## src/rtl/seven_segment_scan.sv

```systemverilog
// Multiplexed hex seven-segment scanner with frame-synchronous double buffering.
// Optional leading-zero suppression: define LEADING_ZERO_BLANK_EN.
module seven_segment_scan #(
  parameter int NUM_DIGITS    = 4,
  parameter int REFRESH_DIV   = 100000,
  parameter bit AN_ACTIVE_LOW = 1'b1,
  localparam int IDX_W = (NUM_DIGITS > 1) ? $clog2(NUM_DIGITS) : 1
) (
  input  logic                    clk,
  input  logic                    rst,
  input  logic                    en,
  input  logic                    load,
  input  logic [4*NUM_DIGITS-1:0] value,
  input  logic [NUM_DIGITS-1:0]   dp_in,
  input  logic [NUM_DIGITS-1:0]   blank,
  output logic [6:0]              seg,
  output logic                    dp,
  output logic [NUM_DIGITS-1:0]   an,
  output logic [IDX_W-1:0]        digit_idx,
  output logic                    frame_done
);

  localparam int                    TICK_W    = $clog2(REFRESH_DIV);
  localparam logic [TICK_W-1:0]     TICK_LAST = TICK_W'(REFRESH_DIV - 1);
  localparam logic [IDX_W-1:0]      IDX_LAST  = IDX_W'(NUM_DIGITS - 1);
  localparam logic [NUM_DIGITS-1:0] AN_OFF    = {NUM_DIGITS{AN_ACTIVE_LOW}};

  typedef struct packed {
    logic [4*NUM_DIGITS-1:0] value;
    logic [NUM_DIGITS-1:0]   dp;
    logic [NUM_DIGITS-1:0]   blank;
  } frame_t;

  frame_t                  shadow_q, shadow_d, active_q, active_d;
  logic [TICK_W-1:0]       tick_q, tick_d;
  logic [IDX_W-1:0]        idx_q, idx_d;
  logic [6:0]              seg_q, seg_d;
  logic                    dp_q, dp_d;
  logic [NUM_DIGITS-1:0]   an_q, an_d;
  logic                    frame_done_q, frame_done_d;
  logic                    tick_last, wrap;
  logic [3:0]              nibble;
  logic                    dp_sel, blank_sel;
  logic [NUM_DIGITS-1:0]   onehot, auto_blank;
`ifdef LEADING_ZERO_BLANK_EN
  logic                    lz_run;
`endif

  function automatic logic [6:0] glyph(input logic [3:0] n);
    case (n)
      4'h0:    glyph = 7'b0000001;
      4'h1:    glyph = 7'b1001111;
      4'h2:    glyph = 7'b0010010;
      4'h3:    glyph = 7'b0000110;
      4'h4:    glyph = 7'b1001100;
      4'h5:    glyph = 7'b0100100;
      4'h6:    glyph = 7'b0100000;
      4'h7:    glyph = 7'b0001111;
      4'h8:    glyph = 7'b0000000;
      4'h9:    glyph = 7'b0000100;
      4'hA:    glyph = 7'b0001000;
      4'hB:    glyph = 7'b1100000;
      4'hC:    glyph = 7'b0110001;
      4'hD:    glyph = 7'b1000010;
      4'hE:    glyph = 7'b0110000;
      default: glyph = 7'b0111000;
    endcase
  endfunction

  assign tick_last = (tick_q == TICK_LAST);
  assign wrap      = en && tick_last && (idx_q == IDX_LAST);

  // Leading-zero run scans from the top digit down; digit 0 always shows.
  always_comb begin
    auto_blank = '0;
`ifdef LEADING_ZERO_BLANK_EN
    lz_run = 1'b1;
    for (int i = NUM_DIGITS - 1; i > 0; i--) begin
      if (lz_run && (active_q.value[4*i +: 4] == 4'h0) && !active_q.dp[i]) begin
        auto_blank[i] = 1'b1;
      end else begin
        lz_run = 1'b0;
      end
    end
`endif
  end

  // NOTE: every signal driven here gets a default first so no latch is inferred.
  always_comb begin
    tick_d       = tick_q;
    idx_d        = idx_q;
    nibble       = 4'h0;
    dp_sel       = 1'b0;
    blank_sel    = 1'b0;
    onehot       = '0;
    frame_done_d = wrap;

    if (en) begin
      tick_d = tick_last ? '0 : tick_q + 1'b1;
      if (tick_last) begin
        idx_d = (idx_q == IDX_LAST) ? '0 : idx_q + 1'b1;
      end
    end

    for (int i = 0; i < NUM_DIGITS; i++) begin
      if (idx_q == IDX_W'(i)) begin
        nibble    = active_q.value[4*i +: 4];
        dp_sel    = active_q.dp[i];
        blank_sel = active_q.blank[i] | auto_blank[i];
        onehot[i] = 1'b1;
      end
    end

    // A load on the wrap cycle reaches the active copy through shadow_d.
    shadow_d = load ? frame_t'{value: value, dp: dp_in, blank: blank} : shadow_q;
    active_d = wrap ? shadow_d : active_q;

    if (!en) begin
      seg_d = 7'h7F;
      dp_d  = 1'b1;
      an_d  = AN_OFF;
    end else begin
      seg_d = blank_sel ? 7'h7F : glyph(nibble);
      dp_d  = blank_sel | ~dp_sel;
      an_d  = onehot ^ AN_OFF;
    end
  end

  // NOTE: sequential state uses non-blocking assignments so all registers update together.
  always_ff @(posedge clk or posedge rst) begin
    if (rst) begin
      tick_q       <= '0;
      idx_q        <= '0;
      shadow_q     <= '0;
      active_q     <= '0;
      seg_q        <= 7'h7F;
      dp_q         <= 1'b1;
      an_q         <= AN_OFF;
      frame_done_q <= 1'b0;
    end else begin
      tick_q       <= tick_d;
      idx_q        <= idx_d;
      shadow_q     <= shadow_d;
      active_q     <= active_d;
      seg_q        <= seg_d;
      dp_q         <= dp_d;
      an_q         <= an_d;
      frame_done_q <= frame_done_d;
    end
  end

  assign seg        = seg_q;
  assign dp         = dp_q;
  assign an         = an_q;
  assign digit_idx  = idx_q;
  assign frame_done = frame_done_q;

endmodule

```

## config.mk

```make
export PLATFORM = sky130hd
export DESIGN_NAME = seven_segment_scan
export DESIGN_NICKNAME = d
export VERILOG_FILES = /design/src/rtl/seven_segment_scan.sv
export SDC_FILE = /design/constraint.sdc
export NUM_CORES = 1
export LEC_CHECK = 0
export BUFFER_PORTS_ARGS = -buffer_cell sky130_fd_sc_hd__buf_2
export CAP_MARGIN = 20
export CELL_PAD_IN_SITES_DETAIL_PLACEMENT = 1
export CELL_PAD_IN_SITES_GLOBAL_PLACEMENT = 1
export CORE_ASPECT_RATIO = 0.5
export CORE_MARGIN = 5
export CORE_UTILIZATION = 32
export DETAILED_ROUTE_END_ITERATION = 10
export PLACE_DENSITY = 0.67
export SLEW_MARGIN = 20
export SYNTH_ARGS = -nofsm -noshare
export SYNTH_HDL_FRONTEND = slang
export SYNTH_SLANG_ARGS = --single-unit
```

## constraint.sdc

```tcl
create_clock -name clk -period 3.56 [get_ports clk]
set_input_delay 0.356 -clock clk [delete_from_list [all_inputs] [get_ports clk]]
set_output_delay 0.356 -clock clk [all_outputs]
set_load 0.01 [all_outputs]
```

==> results of run 1 <==
## how the worst max path moves through the flow
| stage | from | endpoint | slack (ns) |
|---|---|---|---|
| 6_report | digit_idx[1]$_DFFE_PP0P_ | seg[0]$_DFF_PP1_ | 0.87 |
| 3_5_place_dp | digit_idx[1]$_DFFE_PP0P_ | seg[0]$_DFF_PP1_ | 0.87 |
| 2_1_floorplan | rst | active_q[0]$_DFFE_PP0P_ | 1.17 |
| 4_1_cts | digit_idx[1]$_DFFE_PP0P_ | seg[0]$_DFF_PP1_ | 0.84 |
| 3_3_place_gp | digit_idx[0]$_DFFE_PP0P_ | seg[0]$_DFF_PP1_ | 1.20 |
| 5_1_grt | digit_idx[1]$_DFFE_PP0P_ | seg[0]$_DFF_PP1_ | 0.64 |
## logic make-up (layout without fill, tap and decap cells)
logic type,Yosys count,after routing,synth area share (%)
DFF,80,80,53.7
and+or+nand+nor,67,67,11.1
muxes,56,56,18.6
AOI/OAI and AO/OA,29,29,5.93
buffers and inverters,24,72,3.83
xor gates and xnor gates,14,14,3.26
adders and majority gates,11,11,3.66
## layout by cell type, fill, tap and decap left out, drive strengths merged, types with 2 or more instances in the layout
master	Yosys	final
dfrtp	68	68
mux2	53	53
buf	10	43
nand2	20	20
nor2	14	14
inv	13	13
clkbuf	1	13
dfstp	12	12
ha	11	11
xor2	8	8
a21oi	7	7
nand3	6	6
xnor2	6	6
nand4	6	6
nor2b	4	4
o21ai	4	4
mux2i	3	3
and3	3	3
nand2b	3	3
o221ai	3	3
bufinv	0	3
a22oi	2	2
o22ai	2	2
nand3b	2	2
nor3b	2	2
o211ai	2	2
nor4b	2	2
a211oi	2	2
a221oi	2	2
## registers in the layout (all words and copies together) (netlist names)
register and flops:
active_q 24, an 4, digit_idx 2, dp 1, frame_done 1, seg 7
shadow_q 24, tick_q 17
## metrics by stage
stage	power [uW]	setup WS [ns]	util [%]	hold slack [ns]
after floorplan	1140	1.17	-	0.466
after global placement	1170	1.20	35.0	0.483
after detailed placement	1190	0.866	35.0	0.488
after CTS	2250	0.844	37.9	0.256
after global routing	2330	0.642	38.0	0.253
final	2220	0.868	38.0	0.199
## layout make-up
type | count | area, um^2 | share of cell area (%)
Tap cell | 165 | 206 | 4.66
Multi-Input combinational cell | 177 | 1600 | 36.0
Inverter | 13 | 48.8 | 1.10
Sequential cell | 80 | 2020 | 45.5
Clock buffer | 13 | 250 | 5.65
Timing Repair Buffer | 43 | 221 | 5.00
Clock inverter | 3 | 90.1 | 2.03
## routing by layer
metal / vias to the layer above / global-route usage (%)
li1: 1064 / -
met1: 1192 / 14.2
met2: 26 / 21.7
met3: 7 / 4.37
met4: 0 / 3.42
met5: - / 0
## power by group through the flow
| stage | clock (uW) | sequential [uW] | combinational [uW] |
|---|---|---|---|
| final | 1050 | 1020 | 152 |
| after global placement | 0 | 1030 | 146 |
| after floorplan | 0 | 1020 | 120 |
| after global routing | 1120 | 1030 | 173 |
| after CTS | 1070 | 1020 | 156 |
| after detailed placement | 0 | 1030 | 156 |
## worst max-delay path, stage by stage (launching register included)
cell      delay, ns
dfrtp_1        0.40
inv_1          0.09
ha_1           0.32
nor2b_1        0.30
a22oi_1        0.12
a21oi_1        0.41
inv_1          0.18
ha_1           0.26
mux2_1         0.30
nand2_1        0.07
o211ai_1       0.11
==> impl_metrics.ini, run 1 <==
[route]
detail-route-antenna-nets = 0
vias = 2289
avgRoutedWirePerCell_um = 15.9
dr_wl_met3_um = 278
wl_met1_mm = 3.31
wl_mm = 7.87
remaining_drc_errors = 0
viasPerCell = 4.63
first_iter_violations = 109
first_pass_iters = 4
highest_layer = met4
wl_met2_mm = 4.18

[run]
cap_violations = 0

[power]
p_comb_share_pct = 6.9
p_int_uw = 1750
clock_power_share_pct = 47.2
pwr-share-seq_pct = 46.0
cellLeakagePower_uw = 0.00201
power_switching_uw = 467
p_sw_share_pct = 21.1
pwr_density_cell_mw_per_mm2 = 500
irDropWorstVdd_mv = 0.215

[global_routing]
grt_pass1_wl_mm = 13.5
grt_pass1_vias = 2611
grtUsageTotal_pct = 12.3
antenna_found_initial = 0
grt_start_max_net_pins = 81
overflow = 0

[clock_network]
cts_hold_buf = 0
clock_path_buffers = 2
cts_sinks = 80
cts_resized = 0
cts_buffers = 9
post_cts_buffers = 0
cts-root-buf = clkbuf_16
cts_htree_levels = 3
path_clk_slew_ns = 0.06
clk_latency_ns = 0.33
cts_tree = built

[placement]
gp_congestion = 0.762
io_buffers = 42
dp.cells = 478
dp_hpwl_mm = 5.73
place_area_mm2 = 0.00409

[sta]
max_freq_mhz = 371
fin_crit_ns = 2.69
fin_skew_ns = 0.00691
setup_violations = 0
tightest_slew_ns = 0.745
slew_headroom_pct = 50.4
maxSlewViolCount = 0
timing_hold_violations_final = 0
post-route-period-util_pct = 75.6
rsz0062_at_grt = false
timing.setup.tns_ns = 0

[worst_setup_path]
required_ns = 3.77
rr_worst_depth = 10
worstPathArrival_ns = 2.90
rr_endpoint = seg[0]$_DFF_PP1_
crit_type = flop to flop
reg2reg_slack_ns = 0.87
worstSetupEndpointType = flop
cp_max_fo = 11
r2r_start = digit_idx[1]$_DFFE_PP0P_
critPathLaunchType = flop

[synth]
ys_seq_area_share_pct = 53.7
netlist-cell-type-count = 49
synth.avg_cell_area_um2 = 13.4
synth_edf_count = 0
async_flop_share_pct = 100
syn-num-nets = 320
synth_area_leader_cell = dfrtp_1
synth_common_cells = dfrtp_1 (68), mux2_2 (32), nand2_1 (20)
yosys.area.top_type_share_pct = 45.3
ys_ff_latch = 80
netlist_area_mm2 = 0.00376
yosys_warnings = 0
synth_most_common_cell = dfrtp_1
synth_area_leaders = dfrtp_1 (45%), mux2_2 (9.6%), dfstp_2 (8.4%)
syn_inst = 281
ys_dominant_reg_cell = dfrtp_1

[finish]
diodes = 0
nets = 363
final_cells = 494
syn2layout_area_growth_pct = 17.9
stdcell_area_mm2 = 0.00443
nFillCells = 1247
drive_gt1_share_pct = 39.2

[floorplan]
rows = 28
core_region_area_mm2 = 0.0117
die_y_um = 86.6
pin_count = 43
start_util_pct = 32.2
dieArea_mm2 = 0.0141
die_w_um = 163

[outcome]
status = finished clean

[min_path]
holdCritPathClass = primary input to asynchronous set/reset pin
No activity file was read; power rests on OpenSTA's default activity.
==> run 2: changes to the inputs <==
==> constraint.sdc (replaced) <==
create_clock -name clk -period 2.7 [get_ports clk]
set_input_delay 0.27 -clock clk [delete_from_list [all_inputs] [get_ports clk]]
set_output_delay 0.27 -clock clk [all_outputs]
set_load 0.01 [all_outputs]
==> run 2 against run 1 <==
  * Combinational power up 34%
  * Register-to-register slack got worse by 0.56 ns
  * Routed wire length is 0.44% higher
  * Via count down 0.52%
  * Final area grew 1.1%
  * First-iteration DRC count decreased by 9.2%
  * Core utilization is 0.42 points higher
  * Sequential share of layout area decreased by 0.50 points
  * Critical path type unchanged
  * Highest routed layer unchanged
==> impl_metrics.ini, run 2 (synthesized netlist as in run 1, its figures left out) <==
[outcome]
status = finished clean

[floorplan]
rows = 28
die_y_um = 86.6
die_w_um = 163
start_util_pct = 32.2
pin_count = 43
dieArea_mm2 = 0.0141
core_region_area_mm2 = 0.0117

[sta]
tightest_slew_ns = 0.705
post-route-period-util_pct = 88.5
timing.setup.tns_ns = 0
fin_crit_ns = 2.39
maxSlewViolCount = 0
timing_hold_violations_final = 0
max_freq_mhz = 418
rsz0062_at_grt = false
fin_skew_ns = 0.00768
slew_headroom_pct = 53.0
setup_violations = 0

[finish]
syn2layout_area_growth_pct = 19.2
final_cell_mix = dfrtp_1 (68), buf_2 (42), mux2_2 (32)
stdcell_area_mm2 = 0.00448
nets = 367
nFillCells = 1240
drive_gt1_share_pct = 40.8
diodes = 0
reg.largest.list = active_q x24, shadow_q x24, tick_q x17
multi_input_area_mm2 = 0.00161
final_util_pct = 38.4
final_common_cell = dfrtp_1
regArea_mm2 = 0.00202

[min_path]
worstHoldStart = blank[3]
holdCritPathClass = primary input to flop

[route]
avgRoutedWirePerCell_um = 15.9
first_pass_iters = 4
vias = 2277
remaining_drc_errors = 0
detail-route-antenna-nets = 0
viasPerCell = 4.57
wl_mm = 7.91
first_iter_violations = 99

[worst_setup_path]
critPathLaunchType = flop
startpoint = digit_idx[1]$_DFFE_PP0P_
worstSetupEndpointType = flop
cp_max_fo = 11
r2r_start = digit_idx[1]$_DFFE_PP0P_
crit_type = flop to flop
reg2reg_slack_ns = 0.31
worstPathArrival_ns = 2.60
required_ns = 2.91

[global_routing]
grt_pass1_wl_mm = 13.7
antenna_found_initial = 0
grtUsageTotal_pct = 12.4
grt_pass1_vias = 2692
overflow = 0
grt_start_max_net_pins = 70

[clock_network]
clock_path_buffers = 2
cts_sinks = 80
cts_tree = built
cts_htree_levels = 3
clk_latency_ns = 0.34
post_cts_buffers = 0
cts-root-buf = clkbuf_16
path_clk_slew_ns = 0.06
cts_buffers = 9

[placement]
io_buffers = 42
dp_hpwl_mm = 5.60
place_area_mm2 = 0.00412
gp_congestion = 0.741

[power]
cellLeakagePower_uw = 0.00203
design_power_total_uw = 2930
pwr_density_cell_mw_per_mm2 = 653
irDropWorstVdd_mv = 0.271

[run]
cap_violations = 0
==> run 2: where the power goes <==
part	total, uW	switching, uW	internal (uW)	leakage [uW]
registers	1340	61.0	1280	0.00101
logic	204	106	98.7	0.000866
clock network	1380	478	904	0.000156
total	2930	645	2280	0.00203
==> run 2: routing by layer <==
layer	track usage [%]	share of wire, %	vias to the layer above
li1	-	-	1075
met1	14.0	44	1168
met2	22.5	52	22
met3	3.99	3.0	12
met4	4.19	1.5	0
met5	0	0	-
==> run 2: worst max-delay path: stages, from the launching register on <==
cell and delay [ns]:
dfrtp_1 0.41, inv_1 0.08, ha_1 0.32, nor2b_2 0.21
a22oi_1 0.10, a21oi_2 0.28, inv_1 0.14, ha_1 0.24
mux2_1 0.29, nand2_1 0.08, o211ai_1 0.11
==> run 2: layout make-up <==
type / instances / area share, %
Multi-Input combinational cell: 177 / 35.9
Inverter: 13 / 1.09
Clock buffer: 11 / 5.20
Sequential cell: 80 / 45.0
Tap cell: 165 / 4.61
Timing Repair Buffer: 47 / 5.87
Clock inverter: 5 / 2.35
==> run 2: through the flow <==
step,setup WS [ns],cells,hold WS [ns]
floorplan,0.398,281,0.421
global placement,0.336,481,0.220
detailed placement,0.121,481,0.227
CTS,0.0874,498,0.165
global route,0.0577,498,0.176
finish,0.310,498,0.174
==> run 2: worst paths after layout <==
| check | endpoint | depth (start not counted) |
|---|---|---|
| worst max-delay path | seg[0]$_DFF_PP1_ | 10 |
| worst min-delay path | shadow_q[3]$_DFF_PP0_ | 2 |
| worst min register to register | shadow_q[4]$_DFF_PP0_ | 1 |
| worst max register to register | seg[0]$_DFF_PP1_ | 10 |
| max in group asynchronous | seg[1]$_DFF_PP1_ | 4 |
| min in group asynchronous | tick_q[7]$_DFFE_PP0P_ | 3 |
==> run 2: timing repair <==
item | 4_1_cts | 5_1_grt
hold buffers | 1 | 0
hold endpoints to repair | 11 | 0
setup endpoints to repair | 0 | 5
gates resized for setup | 0 | 3
